## config.mk

```make
export PLATFORM = sky130hd
export DESIGN_NAME = my_axi4_lite_reg_slv
export DESIGN_NICKNAME = d
export VERILOG_FILES = /design/src/rtl/my_verif_params_pkg.sv /design/src/rtl/my_axi4_lite_reg_addr_dec.sv /design/src/rtl/my_axi4_lite_reg_slv.sv
export SDC_FILE = /design/constraint.sdc
export NUM_CORES = 1
export LEC_CHECK = 0
export BUFFER_PORTS_ARGS = -buffer_cell sky130_fd_sc_hd__buf_2
export CAP_MARGIN = 20
export CELL_PAD_IN_SITES_DETAIL_PLACEMENT = 2
export CELL_PAD_IN_SITES_GLOBAL_PLACEMENT = 2
export CORE_MARGIN = 3
export CORE_UTILIZATION = 40
export CTS_CLUSTER_SIZE = 8
export DETAILED_ROUTE_END_ITERATION = 16
export PLACE_DENSITY_LB_ADDON = 0.08
export SYNTH_ARGS = -nofsm -noshare
export SYNTH_HDL_FRONTEND = slang
export SYNTH_SLANG_ARGS = --single-unit
export TNS_END_PERCENT = 50
```

## constraint.sdc

```tcl
create_clock -name i_clk -period 4.15 [get_ports i_clk]
set_input_delay 1.245 -clock i_clk [delete_from_list [all_inputs] [get_ports i_clk]]
set_output_delay 1.245 -clock i_clk [all_outputs]
set_load 0.005 [all_outputs]
```

## src/rtl/my_verif_params_pkg.sv

```systemverilog
// my_verif_params_pkg: shared AXI4-Lite widths, response codes and register word geometry.
package my_verif_params_pkg;
    localparam int AXI_ADDR_W = 32;
    localparam int AXI_DATA_W = 32;
    localparam int REG_BYTES = 4;
    localparam int REG_IDX_SHIFT = 2;
    typedef enum logic [1:0] {
        RESP_OKAY   = 2'b00,
        RESP_EXOKAY = 2'b01,
        RESP_SLVERR = 2'b10,
        RESP_DECERR = 2'b11
    } axi4_resp_t;
endpackage

```

## src/rtl/my_axi4_lite_reg_addr_dec.sv

```systemverilog
// my_axi4_lite_reg_addr_dec: maps a byte address to a register index and the AXI response it earns.
module my_axi4_lite_reg_addr_dec
    import my_verif_params_pkg::*;
#(
    parameter int N_REGS = 8
) (
    input  logic [AXI_ADDR_W-1:0]     addr,
    input  logic                      is_wr,
    output logic [$clog2(N_REGS)-1:0] idx,
    output axi4_resp_t                resp
);
    localparam int IDX_W = $clog2(N_REGS);
    localparam int TOP = REG_IDX_SHIFT + IDX_W;
    logic unused_lsb;
    assign unused_lsb = ^addr[REG_IDX_SHIFT-1:0];
    assign idx = addr[REG_IDX_SHIFT +: IDX_W];
    // Any bit above the index field set means the address is past the last register.
    assign resp = (|addr[AXI_ADDR_W-1:TOP]) ? RESP_DECERR :
                  (is_wr && idx == '0)      ? RESP_SLVERR : RESP_OKAY;
endmodule

```

## src/rtl/my_axi4_lite_reg_slv.sv

```systemverilog
// my_axi4_lite_reg_slv: AXI4-Lite responder register file; reg 0 is a read-only ID, the rest are byte-strobed R/W.
// Defining MY_AXI4_LITE_REG_SLV_WR_PULSE_EN adds o_wr_pulse, a one-cycle per-register strobe on each OKAY write.
module my_axi4_lite_reg_slv
    import my_verif_params_pkg::*;
#(
    parameter int                    N_REGS   = 8,
    parameter logic [AXI_DATA_W-1:0] ID_VALUE = 32'h0001_0000
) (
    input  logic                         i_clk,
    input  logic                         i_arst_n,
    input  logic [AXI_ADDR_W-1:0]        i_awaddr,
    input  logic [2:0]                   i_awprot,
    input  logic                         i_awvalid,
    output logic                         o_awready,
    input  logic [AXI_DATA_W-1:0]        i_wdata,
    input  logic [REG_BYTES-1:0]         i_wstrb,
    input  logic                         i_wvalid,
    output logic                         o_wready,
    output axi4_resp_t                   o_bresp,
    output logic                         o_bvalid,
    input  logic                         i_bready,
    input  logic [AXI_ADDR_W-1:0]        i_araddr,
    input  logic [2:0]                   i_arprot,
    input  logic                         i_arvalid,
    output logic                         o_arready,
    output logic [AXI_DATA_W-1:0]        o_rdata,
    output axi4_resp_t                   o_rresp,
    output logic                         o_rvalid,
    input  logic                         i_rready,
    output logic [AXI_DATA_W*N_REGS-1:0] o_regs
`ifdef MY_AXI4_LITE_REG_SLV_WR_PULSE_EN
    ,
    output logic [N_REGS-1:0]            o_wr_pulse
`endif
);
    localparam int IDX_W = $clog2(N_REGS);
    typedef enum logic [1:0] {W_IDLE, W_COLLECT, W_RESP} w_state_t;
    typedef enum logic {R_IDLE, R_RESP} r_state_t;
    w_state_t w_state;
    r_state_t r_state;
    logic aw_full, w_full, r_pend;
    logic [AXI_ADDR_W-1:0] aw_addr, ar_addr;
    logic [AXI_DATA_W-1:0] w_data;
    logic [REG_BYTES-1:0] w_strb;
    logic [IDX_W-1:0] wr_idx, rd_idx;
    axi4_resp_t wr_resp, rd_resp;
    logic [N_REGS-1:0][AXI_DATA_W-1:0] reg_q;
    logic aw_hs, w_hs, ar_hs, commit, wr_ok;
    logic unused_prot;
    assign unused_prot = ^{i_awprot, i_arprot};
    assign aw_hs = i_awvalid & o_awready;
    assign w_hs = i_wvalid & o_wready;
    assign ar_hs = i_arvalid & o_arready;
    assign commit = aw_full & w_full;
    assign wr_ok = commit && wr_resp == RESP_OKAY;
    assign o_regs = reg_q;
    my_axi4_lite_reg_addr_dec #(.N_REGS(N_REGS)) u_aw_dec (
        .addr(aw_addr), .is_wr(1'b1), .idx(wr_idx), .resp(wr_resp)
    );
    my_axi4_lite_reg_addr_dec #(.N_REGS(N_REGS)) u_ar_dec (
        .addr(ar_addr), .is_wr(1'b0), .idx(rd_idx), .resp(rd_resp)
    );
    // Holders fill independently; the write commits on the edge after both are full.
    always_ff @(posedge i_clk or negedge i_arst_n) begin
        if (!i_arst_n) begin
            w_state   <= W_IDLE;
            aw_full   <= 1'b0;
            w_full    <= 1'b0;
            aw_addr   <= '0;
            w_data    <= '0;
            w_strb    <= '0;
            o_awready <= 1'b0;
            o_wready  <= 1'b0;
            o_bvalid  <= 1'b0;
            o_bresp   <= RESP_OKAY;
        end else if (w_state == W_RESP) begin
            if (i_bready) begin
                w_state   <= W_IDLE;
                o_bvalid  <= 1'b0;
                o_awready <= 1'b1;
                o_wready  <= 1'b1;
            end
        end else if (commit) begin
            w_state  <= W_RESP;
            aw_full  <= 1'b0;
            w_full   <= 1'b0;
            o_bvalid <= 1'b1;
            o_bresp  <= wr_resp;
        end else begin
            if (aw_hs) aw_addr <= i_awaddr;
            if (w_hs) begin
                w_data <= i_wdata;
                w_strb <= i_wstrb;
            end
            aw_full   <= aw_full | aw_hs;
            w_full    <= w_full | w_hs;
            o_awready <= ~(aw_full | aw_hs);
            o_wready  <= ~(w_full | w_hs);
            w_state   <= (aw_full | aw_hs | w_full | w_hs) ? W_COLLECT : W_IDLE;
        end
    end
    always_ff @(posedge i_clk or negedge i_arst_n) begin
        if (!i_arst_n) begin
            r_state   <= R_IDLE;
            r_pend    <= 1'b0;
            ar_addr   <= '0;
            o_arready <= 1'b0;
            o_rvalid  <= 1'b0;
            o_rdata   <= '0;
            o_rresp   <= RESP_OKAY;
        end else if (r_state == R_IDLE) begin
            o_arready <= ~ar_hs;
            if (ar_hs) begin
                ar_addr <= i_araddr;
                r_state <= R_RESP;
                r_pend  <= 1'b1;
            end
        end else if (r_pend) begin
            r_pend   <= 1'b0;
            o_rvalid <= 1'b1;
            o_rresp  <= rd_resp;
            o_rdata  <= (rd_resp == RESP_OKAY) ? reg_q[rd_idx] : '0;
        end else if (i_rready) begin
            r_state   <= R_IDLE;
            o_rvalid  <= 1'b0;
            o_arready <= 1'b1;
        end
    end
    // Slot 0 holds the ID constant; the decoder never lets a write reach it.
    always_ff @(posedge i_clk or negedge i_arst_n) begin
        if (!i_arst_n) reg_q <= {{((N_REGS-1)*AXI_DATA_W){1'b0}}, ID_VALUE};
        else if (wr_ok)
            for (int b = 0; b < REG_BYTES; b++)
                if (w_strb[b]) reg_q[wr_idx][8*b +: 8] <= w_data[8*b +: 8];
    end
`ifdef MY_AXI4_LITE_REG_SLV_WR_PULSE_EN
    always_ff @(posedge i_clk or negedge i_arst_n) begin
        if (!i_arst_n) o_wr_pulse <= '0;
        else o_wr_pulse <= wr_ok ? {{(N_REGS-1){1'b0}}, 1'b1} << wr_idx : '0;
    end
`endif
endmodule

```

Word level (Yosys, flattened, before mapping) --
Cells that the tools add are included.
Word-level totals: register bits after elaboration 403, output and inout bits 297
Operators by class: $lt $le $gt $ge 3, equality and inequality tests 5, multiplexer cells 50, bitwise operators 14, reductions and logical operators 19
Operators by type and width (number):
- 256-bit two-way mux | 7
- 256-bit bitwise mux | 4
- 32-bit demux with 3-bit select | 4
- 32-bit binary-select mux with 3-bit select | 1
- 32-bit two-way mux | 3
- 27-bit OR reduction | 2
- 24-bit two-way mux | 1
- 1-bit two-way mux | 22
- 16-bit two-way mux | 1
- 2-bit AND reduction | 7
- 2-bit two-way mux | 6
- 3-bit by 4-bit less-than comparator with 1-bit output, second input constant | 2
- 8-bit two-way mux | 1
- 2-bit inequality test, second input constant | 3
- 1-bit inverter | 6
- 3-bit AND reduction | 2
- 2-bit nonzero test | 3
- 1-bit bitwise AND | 4
- 2-bit zero test | 2
- 1-bit OR | 4
- 3-bit by 1-bit greater-or-equal comparator with 1-bit output, second input constant | 1
- 3-bit zero test | 1
- 2-bit equality test, second input constant | 1
- 1-bit logical AND | 2
- 2-bit by 1-bit inequality test with 1-bit output, second input constant | 1

Longest topological paths before layout --
Gate-level depths: netlist of the first run.
depth after elaboration 15, gate-level depth with buffers 6

Modules after synthesis --
From an unflattened synthesis of the first run, not the netlist that was laid out.
Unflattened totals: cells, all modules 1161, area, all modules 18046.1 um2
By module, submodules not included:
- my_axi4_lite_reg_slv | instances 1, cells an instance 1131, area an instance 17795.8 um2, sequential area each 10085.9 um2
- my_axi4_lite_reg_addr_dec | instances 2, cells an instance 15, area an instance 125.1 um2, sequential area each 0.0 um2

Least setup slack after synthesis of the first run --
OpenSTA, ideal clock, no wires.
path type in2reg, from input port i_wvalid, to register w_data[10], library setup time 125 ps, arrival time 2223 ps, slack 1802 ps, stages 3, buffers on the path 1, cell sequence nand4_1 -> clkbuf_1 -> mux2_2
On the way: cells in the longest elaborated chain, start to end 2
Ends and longest elaborated chain:
- from (decl) | RTL line my_axi4_lite_reg_slv.sv:17 | input logic i_wvalid,
- 1-bit bitwise AND | RTL line my_axi4_lite_reg_slv.sv:52 | assign w_hs = i_wvalid & o_wready;
- 3-bit AND reduction (no source line)
- to (signal assigned) | RTL line my_axi4_lite_reg_slv.sv:92 | w_data <= i_wdata;
- to (decl) | RTL line my_axi4_lite_reg_slv.sv:43 | logic [AXI_DATA_W-1:0] w_data;
No other way between the ends. A chain may end at the register's enable or synchronous reset.

Final worst setup path of the first run --
from register aw_addr[21], to register reg_q, in the netlist o_regs[131]
On the way: cells in the longest elaborated chain, start to end 4
Ends and longest elaborated chain:
- from (decl) | RTL line my_axi4_lite_reg_slv.sv:42 | logic [AXI_ADDR_W-1:0] aw_addr, ar_addr;
- from (signal assigned) | RTL line my_axi4_lite_reg_slv.sv:90 | if (aw_hs) aw_addr <= i_awaddr;
- 27-bit OR reduction | RTL line my_axi4_lite_reg_addr_dec.sv:18 | assign resp = (|addr[AXI_ADDR_W-1:TOP]) ? RESP_DECERR :
- 2-bit two-way mux | RTL line my_axi4_lite_reg_addr_dec.sv:18
- 2-bit zero test | RTL line my_axi4_lite_reg_slv.sv:55 | assign wr_ok = commit && wr_resp == RESP_OKAY;
- 1-bit logical AND | RTL line my_axi4_lite_reg_slv.sv:55
- to (signal assigned) | RTL line my_axi4_lite_reg_slv.sv:131 | if (!i_arst_n) reg_q <= {{((N_REGS-1)*AXI_DATA_W){1'b0}}, ID_VALUE};
- to (signal, indexed assignment) | RTL line my_axi4_lite_reg_slv.sv:134 | if (w_strb[b]) reg_q[wr_idx][8*b +: 8] <= w_data[8*b +: 8];
- to (decl) | RTL line my_axi4_lite_reg_slv.sv:47 | logic [N_REGS-1:0][AXI_DATA_W-1:0] reg_q;
No other way between the ends.

==> reports/qor.yml, run 1 <==
layout:
  drive_gt1_share_pct: 61.09
  area_growth_pct: 24.45
  final_nets: 1582
synth:
  syn_area_per_cell_um2: 15.94
  yosys.area_share.simple_pct: 5.967
  ys_top_cells_by_area: "dfrtp_1 (59%), mux2_2 (21%), mux4_2 (8.5%), nor4_4 (3.5%), mux2i_1 (1.9%)"
  synth_top_cell_area_share_pct: 58.63
  ys_seq_area_share_pct: 58.79
  synth_seq_cells: 398
  syn-num-nets: 1176
  synthAdderAreaFrac_pct: 0
  synthXorXnorAreaFrac_pct: 0
  syn_inst: 1063
  synth_top_family_by_area: "multiplexers"
  synth.distinct_cells: 33
  synth_compound_area_share_pct: 1.543
  synth_warnings: 0
  syn_area_um2: 16940
  synth_top_area_cell: "dfrtp_1"
  synthMuxAreaShare_pct: 31.72
critical_path:
  reg2reg_depth: 5
  rrSetupSlack_ps: 930
  cp-start-kind: "flop"
  critPathArrivalTime_ps: 3680
  crit_required_ps: 4620
  cp_max_fo: 20
  critPathCaptureType: "flop"
  path_class: "flop to flop"
sta:
  slew_violations: 0
  hold_viol_final: 0
  post-route-period-util_pct: 77.54
  max_freq_ghz: 0.3108
  rsz0062_at_grt: "false"
  worst_slew_pin_slew_ps: 996.9
  hold_ws_ps: 384.5
  fin_setup_tns_ps: 0
  slew_headroom_pct: 33.54
  fin_worst_skew_ps: 15.44
  layout_min_cycle_time_ps: 3218
  finalSetupViolations: 0
route:
  wl_per_cell_um: 27.12
  drtIter0Drc: 478
  wl_met1_um: 22460
  drc: 0
  postRouteAntennaNets: 0
  top_layer: "met5"
  routed_wl_um: 54700
  met3WireLength_um: 3807
  dr_total_vias: 10920
  route.met2.wl_um: 26980
  drt-vias-per-instance: 5.414
  drtPass1Iterations: 4
global_routing:
  overflow: 0
  grt_max_degree: 84
  antenna_found_initial: 3
  grtUsageTotal_pct: 24.53
  grt_pass1_wl_um: 81950
  first_global_vias: 12413
placed_design:
  io_buffers: 399
  routabilityCongestion: 0.7666
  dpl.hpwl_um: 36830
power:
  power_mw: 11.39
  vdd_drop_max_mv: 0.3219
  pwr-share-seq_pct: 46.5
  power.switching_mw: 3.491
  internal-power_mw: 7.894
  power.density_nw_per_um2: 539.9
  pwr-share-comb_pct: 17.8
  power_frac_clock_pct: 35.7
  leakagePower_nw: 10.96
  switching_share_pct: 30.67
min_path:
  hp-class: "flop to flop"
  hold_depth: 0
die:
  num_rows: 74
  initial_core_util_pct: 41.03
  ios: 410
  core_um2: 41290
  die_w_um: 211.8
  die_h_um: 211.8
  die-area_um2: 44870
clock_network:
  htreeDepth: 2
  cts_buffer_depth: 3
  holdBufCountCts: 0
  clock-sinks: 398
  clockRootBuffer: "clkbuf_16"
  cts_tree: "built"
  cts_buffers: 55
  post_cts_resized: 0
  clkLatencyLatePin_ps: 590
  cts_setup_buffers: 0
  clk_pin_slew_ps: 50
job:
  drv_cap: 0
status:
  status: "finished clean"
-- cell usage in the layout (no fill, tap or decap), types with 4 or more instances in the layout --
cell         n
o21ai_0     36
dfrtp_1    394
mux2i_1     33
buf_2      398
clkbuf_16   57
nand2_1     53
nor2_1       4
a21oi_1      6
mux4_2      64
buf_4       23
nor4_1      11
nand2b_1     4
buf_12       5
nor4_4      28
mux2_2     320
clkbuf_1    13
-- power by group through the flow --
stage / registers, mW / clock network, mW / logic, mW
after detailed placement: 5.35 / 0 / 2.07
after CTS: 5.31 / 4.17 / 2.08
after global routing: 5.42 / 4.34 / 2.18
final: 5.29 / 4.06 / 2.03
after global placement: 5.30 / 0 / 2.00
after floorplan: 4.83 / 0 / 1.66
-- final timing paths --
path,start,end
max,aw_addr[21]$_DFFE_PN0P_,o_regs[131]$_DFFE_PN0P_
min reg2reg,o_regs[16]$_DFFE_PN1P_,o_regs[16]$_DFFE_PN1P_
min in group asynchronous,i_arst_n,o_rdata[2]$_DFFE_PN0P_
max reg2reg,aw_addr[21]$_DFFE_PN0P_,o_regs[131]$_DFFE_PN0P_
min,o_regs[16]$_DFFE_PN1P_,o_regs[16]$_DFFE_PN1P_
max in group asynchronous,i_arst_n,ar_addr[2]$_DFFE_PN0P_
-- final cells by class --
type	instances	area, µm²
antenna	2	5.005
clock buffer	71	1489
fill	3899	20210
inverter	3	11.26
multi-input combinational	584	6666
sequential	398	9970
tap	532	665.6
timing repair buffer	427	2280
-- cell usage after synthesis --
| library cell | instances |
|---|---|
| nor2_1 | 5 |
| a21o_1 | 1 |
| and3b_1 | 1 |
| buf_2 | 7 |
| nand2b_1 | 4 |
| nand3b_1 | 1 |
| nor4_1 | 11 |
| a211oi_1 | 1 |
| nand3_1 | 3 |
| mux2_2 | 320 |
| mux2i_1 | 33 |
| buf_4 | 4 |
| inv_1 | 3 |
| clkbuf_1 | 60 |
| a2bb2oi_1 | 1 |
| a21oi_1 | 6 |
| nor4_4 | 28 |
| o21ai_0 | 36 |
| dfrtp_1 | 397 |
| nor2b_1 | 1 |
| nor3_1 | 2 |
| or2_2 | 1 |
| and3_1 | 1 |
| or4_1 | 2 |
| nand2_1 | 54 |
| a21boi_0 | 2 |
| dfstp_2 | 1 |
| a31oi_1 | 2 |
| or3_1 | 1 |
| mux4_2 | 64 |
| buf_1 | 6 |
| buf_6 | 1 |
| nand4_1 | 3 |
-- flip-flops by register name, summed over array words and instances (netlist names), 2 cells and up --
| register | cells |
|---|---|
| w_strb | 4 |
| w_state | 2 |
| aw_addr | 30 |
| o_bresp | 2 |
| ar_addr | 30 |
| o_rdata | 32 |
| w_data | 32 |
| o_regs | 256 |
-- metal layers --
layer	track usage [%]	vias to the layer above
li1	-	4721
met1	31.29	5794
met2	40.92	318
met3	6.846	85
met4	7.621	2
met5	0	-
-- through the flow --
step	area [µm²]	setup WS (ps)	util (%)	std cells
6_report	21090	932.0	51.06	2017
5_1_grt	21090	776.7	51.06	2017
4_1_cts	21080	868.7	51.05	2015
3_5_place_dp	19590	890.2	47.45	1944
3_3_place_gp	19590	955.5	47.45	1944
2_1_floorplan	16940	1802	-	1063
-- worst max-delay path: stages (launching register included) --
cell and delay (ps):
dfrtp_1 380, nor4_1 500, nand3_4 580, buf_4 440, nor4_4 770, mux2_2 420
-- logic make-up after synthesis --
logic type      count (synthesis)
simple gates                  118
compound gates                 49
buf+inv                        81
mux                           417
flops                         398
Note: power is estimated with default switching activity, not from simulation.
==> inputs of run 2 (changes only) <==
- CORE_UTILIZATION: 40 -> 34
- clock period: 4.15 -> 2.7 ns (I/O delays scaled with it)
==> reports/qor.yml, run 2 (synthesized netlist as in run 1, its figures left out) <==
global_routing:
  first_global_vias: 12492  # +0.64%
  antenna_found_initial: 5  # +2
  grt_use_met3_pct: 5.547  # -1.3 points
  grt_max_degree: 62  # -26%
  grtUsageTotal_pct: 21.20  # -3.3 points
  grt_pass1_wl_um: 83820  # +2.3%
  met1_usage_pct: 26.97  # -4.3 points
  met2_usage_pct: 35.96  # -5.0 points
  overflow: 0  # unchanged
  grt-busiest-layer: "met2"
sta:
  rsz0062_at_grt: "false"
  worst_slew_pin_slew_ps: 827.5  # -169.4 ps
  layout_min_cycle_time_ps: 2318  # -899.6 ps
  fin_setup_tns_ps: 0  # unchanged
  max_freq_ghz: 0.4313  # +39%
  hold_viol_final: 0  # unchanged
  slew_violations: 0  # unchanged
  post-route-period-util_pct: 85.86  # +8.3 points
  fin_worst_skew_ps: 15.08  # -0.3587 ps
  slew_headroom_pct: 44.70  # +11 points
  finalSetupViolations: 0  # unchanged
layout:
  largest_register_ffs: 256  # unchanged
  area_growth_pct: 27.56
  drive_gt1_share_pct: 61.91  # +0.82 points
  final_common_cell: "buf_2"
  final_nets: 1618  # +2.3%
  final_cell_mix: "buf_2 (398), dfrtp_1 (394), mux2_2 (320)"
  fin_area_um2: 21610  # +2.5%
power:
  power.density_nw_per_um2: 815.4  # +51%
  leakagePower_nw: 11.18  # +2.0%
  power_mw: 17.62  # +55%
  vdd_drop_max_mv: 0.4364  # +36%
critical_path:
  crit_buf_inv: 2  # +1
  cp_top_family: "simple AND/OR/NAND/NOR gates"
  critPathCaptureType: "flop"
  crit_required_ps: 3160  # -1460 ps
  cp-start-kind: "flop"
  cp_max_fo: 29  # +45%
  cp-startpoint: "aw_addr[18]$_DFFE_PN0P_"
  reg2reg_from: "aw_addr[18]$_DFFE_PN0P_"
  cp_slowest_cell: "dfrtp_1"
  slowest_delay_ps: 370  # -400 ps
  path_class: "flop to flop"
  path_cells: "nor4_1 > nand4_1 > buf_12 > nor4_4 > buf_4 > mux2_2"
  critPathArrivalTime_ps: 2770  # -910 ps
min_path:
  hp-class: "input pin to asynchronous set/reset pin"
die:
  initial_core_util_pct: 34.54  # -6.5 points
  die_h_um: 229.2  # +8.2%
  ios: 410  # unchanged
  die_w_um: 229.2  # +8.2%
  num_rows: 81  # +9.5%
  core_um2: 49050  # +19%
  die-area_um2: 52550  # +17%
job:
  drv_cap: 0  # unchanged
route:
  drt-vias-per-instance: 5.027  # -7.2%
  postRouteAntennaNets: 0  # unchanged
  routed_wl_um: 55500  # +1.5%
  dr_total_vias: 10983  # +0.58%
  wl_per_cell_um: 25.40  # -6.3%
  drtIter0Drc: 403  # -16%
  drc: 0  # unchanged
  drtPass1Iterations: 4  # unchanged
clock_network:
  clockRootBuffer: "clkbuf_16"
  clock-sinks: 398  # unchanged
  clkLatencyLatePin_ps: 590  # about the same
  post_cts_resized: 0  # unchanged
  cts_buffers: 55  # unchanged
  cts_setup_buffers: 0  # unchanged
  cts_tree: "built"
  htreeDepth: 2  # unchanged
  cts_buffer_depth: 3  # unchanged
  holdBufCountCts: 0  # unchanged
  clk_pin_slew_ps: 50  # about the same
status:
  status: "finished clean"
placed_design:
  io_buffers: 399  # unchanged
  routabilityCongestion: 0.7544  # -1.6%
  dpl-instance-area_um2: 20130  # +2.7%
  dpl.hpwl_um: 38920  # +5.7%
[run 2: layer usage]
metal,vias to the layer above,share of wire [%],routed length (µm)
li1,4781,-,-
met5,-,0.096,53
met2,284,50,27650
met1,5833,42,23380
met3,77,5.9,3279
met4,8,2.0,1132
[run 2: cell type report]
class	count	area [µm²]
multi-input combinational	584	6666
sequential	398	9970
antenna	1	2.502
tap	664	830.8
clock buffer	72	1483
fill	4857	27440
timing repair buffer	463	2650
inverter	3	11.26
[run 2: power by group]
part	internal, mW	switching (mW)	total [mW]	leakage (nW)
clock network	3.74	2.47	6.21	0.720
registers	6.82	1.12	7.94	5.30
logic	1.71	1.77	3.48	5.15
total	12.3	5.36	17.6	11.2
[run 2: metrics by stage]
stage	setup WS [ps]	cells	hold WS (ps)	util, %
floorplan	566.8	1063	443.3	-
detailed placement	329.6	2112	372.9	41.03
global placement	350.0	2112	365.1	41.03
CTS	314.7	2184	145.6	44.06
global route	216.0	2184	160.5	44.06
finish	381.7	2185	157.0	44.06
[run 2: worst paths after layout]
kind                                      endpoint  slack (ps)  cells past startpoint
setup / recovery           o_regs[149]$_DFFE_PN0P_         380                      6
hold / removal               o_regs[0]$_DFFE_PN0P_         160                      1
setup reg to reg           o_regs[149]$_DFFE_PN0P_         380                      6
hold reg to reg             o_regs[16]$_DFFE_PN1P_         380                      0
max in group asynchronous   o_regs[64]$_DFFE_PN0P_        1780                      2
min in group i_clk          o_regs[16]$_DFFE_PN1P_         380                      0
==> inputs of run 3 (changes only) <==
- CORE_UTILIZATION: 34 -> 40
- clock period: 2.7 -> 2.73 ns (I/O delays scaled with it)
==> reports/qor.yml, run 3 (synthesized netlist as in run 1, its figures left out) <==
sta:
  rsz0062_at_grt: "false"
  slew_violations: 0  # unchanged
  post-route-period-util_pct: 87.65  # +1.8 points
  slew_headroom_pct: 38.07  # -6.6 points
  worst_slew_pin_slew_ps: 929.0  # +101.4 ps
  fin_setup_tns_ps: 0  # unchanged
  hold_viol_final: 0  # unchanged
  finalSetupViolations: 0  # unchanged
  fin_worst_skew_ps: 21.53  # +6.451 ps
  layout_min_cycle_time_ps: 2393  # +74.41 ps
  max_freq_ghz: 0.4179  # -3.1%
  hold_ws_ps: 188.3  # +31.39 ps
global_routing:
  first_global_vias: 12680  # +1.5%
  antenna_found_initial: 3  # -2
  grt_max_degree: 62  # unchanged
  grtUsageTotal_pct: 25.37  # +4.2 points
  overflow: 0  # unchanged
  grt_pass1_wl_um: 84810  # +1.2%
job:
  drv_cap: 0  # unchanged
clock_network:
  clkLatencyLatePin_ps: 590  # about the same
  cts_setup_buffers: 0  # unchanged
  clock-sinks: 398  # unchanged
  cts_buffers: 55  # unchanged
  cts_buffer_depth: 3  # unchanged
  cts_tree: "built"
  htreeDepth: 2  # unchanged
  holdBufCountCts: 0  # unchanged
  post_cts_resized: 0  # unchanged
  clk_pin_slew_ps: 50  # about the same
  clockRootBuffer: "clkbuf_16"
critical_path:
  path_class: "flop to flop"
  critPathCaptureType: "flop"
  cp-start-kind: "flop"
  critPathArrivalTime_ps: 2850  # +80 ps
  crit_required_ps: 3190  # +30 ps
  cp_max_fo: 29  # unchanged
min_path:
  hp-class: "input pin to asynchronous set/reset pin"
die:
  initial_core_util_pct: 41.03  # +6.5 points
  die_h_um: 211.8  # -7.6%
  ios: 410  # unchanged
  die_w_um: 211.8  # -7.6%
  die-area_um2: 44870  # -15%
  core_um2: 41290  # -16%
  num_rows: 74  # -8.6%
route:
  dr_total_vias: 11156  # +1.6%
  postRouteAntennaNets: 0  # unchanged
  drt-vias-per-instance: 5.453  # +8.5%
  drtPass1Iterations: 4  # unchanged
  drc: 0  # unchanged
  wl_per_cell_um: 27.65  # +8.9%
  drtIter0Drc: 509  # +26%
  routed_wl_um: 56570  # +1.9%
power:
  switching_share_pct: 30.71  # +0.30 points
  power_mw: 17.48  # -0.79%
  power.density_nw_per_um2: 817.4  # +0.25%
  pwr-share-comb_pct: 19.3  # -0.4 points
  power.switching_mw: 5.368  # +0.19%
  leakagePower_nw: 11.14  # -0.31%
  power_frac_clock_pct: 35.5  # +0.3 points
  pwr-share-seq_pct: 45.3  # +0.3 points
  vdd_drop_max_mv: 0.5390  # +24%
  internal-power_mw: 12.11  # -1.2%
layout:
  final_common_cell: "buf_2"
  largest_register_ffs: 256  # unchanged
  final_nets: 1610  # -0.49%
  final_cells: 2046  # -6.4%
  fillCellCount: 3923  # -19%
  drive_gt1_share_pct: 61.73  # -0.18 points
  area_growth_pct: 26.24
  final_cell_mix: "buf_2 (398), dfrtp_1 (394), mux2_2 (320)"
  fin_area_um2: 21390  # -1.0%
placed_design:
  dp.cells: 1972  # -6.6%
  dpl-instance-area_um2: 19890  # -1.2%
  routabilityCongestion: 0.7914  # +4.9%
  io_buffers: 399  # unchanged
  dpl.hpwl_um: 38260  # -1.7%
status:
  status: "finished clean"
-- run 3: critical path: stages, from the launching register on --
cell and delay [ps]:
dfrtp_1 380, nor4_1 380, nand4_1 230, buf_12 260, nor4_4 300, buf_4 290
mux2_2 370
-- run 3: area by class of cell --
type,instances,area [µm²],share of cell area [%]
Sequential cell,398,9970,46.61
Inverter,3,11.26,0.05265
Timing Repair Buffer,455,2577,12.05
Antenna cell,1,2.502,0.01170
Multi-Input combinational cell,584,6666,31.17
Clock buffer,73,1496,6.996
Tap cell,532,665.6,3.112
-- run 3: path summary, 6_finish.rpt --
kind                                              start                endpoint  slack [ps]  cells after the start
worst max register to register  aw_addr[10]$_DFFE_PN0P_  o_regs[98]$_DFFE_PN0P_         340                      6
worst min register to register   o_regs[16]$_DFFE_PN1P_  o_regs[16]$_DFFE_PN1P_         390                      0
worst min-delay path                           i_arst_n  o_regs[37]$_DFFE_PN0P_         190                      1
max in group asynchronous                      i_arst_n  o_regs[16]$_DFFE_PN1P_        1810                      2
min in group i_clk               o_regs[16]$_DFFE_PN1P_  o_regs[16]$_DFFE_PN1P_         390                      0
worst max-delay path            aw_addr[10]$_DFFE_PN0P_  o_regs[98]$_DFFE_PN0P_         340                      6
-- run 3: power by group through the flow --
| stage | Clock (mW) | Sequential, mW | Combinational [mW] |
|---|---|---|---|
| 2_1_floorplan | 0 | 7.34 | 2.52 |
| 3_3_place_gp | 0 | 7.89 | 3.30 |
| 3_5_place_dp | 0 | 7.96 | 3.41 |
| 4_1_cts | 6.37 | 7.91 | 3.45 |
| 5_1_grt | 6.65 | 8.06 | 3.64 |
| 6_report | 6.20 | 7.91 | 3.37 |
-- run 3: per-layer routing --
| layer | global-route usage (%) | routed length, µm | vias to the layer above |
|---|---|---|---|
| met3 | 6.283 | 3859 | 91 |
| li1 | - | - | 4767 |
| met4 | 6.859 | 1344 | 4 |
| met5 | 0 | 34 | - |
| met1 | 32.81 | 22970 | 5961 |
| met2 | 42.90 | 28360 | 333 |
-- run 3: stage by stage --
stage               utilization [%]  setup slack (ps)
finish                        51.80             337.3
global route                  51.80             167.0
CTS                           51.79             315.1
detailed placement            48.17             351.5
global placement              48.17             390.7
floorplan                         -             596.8
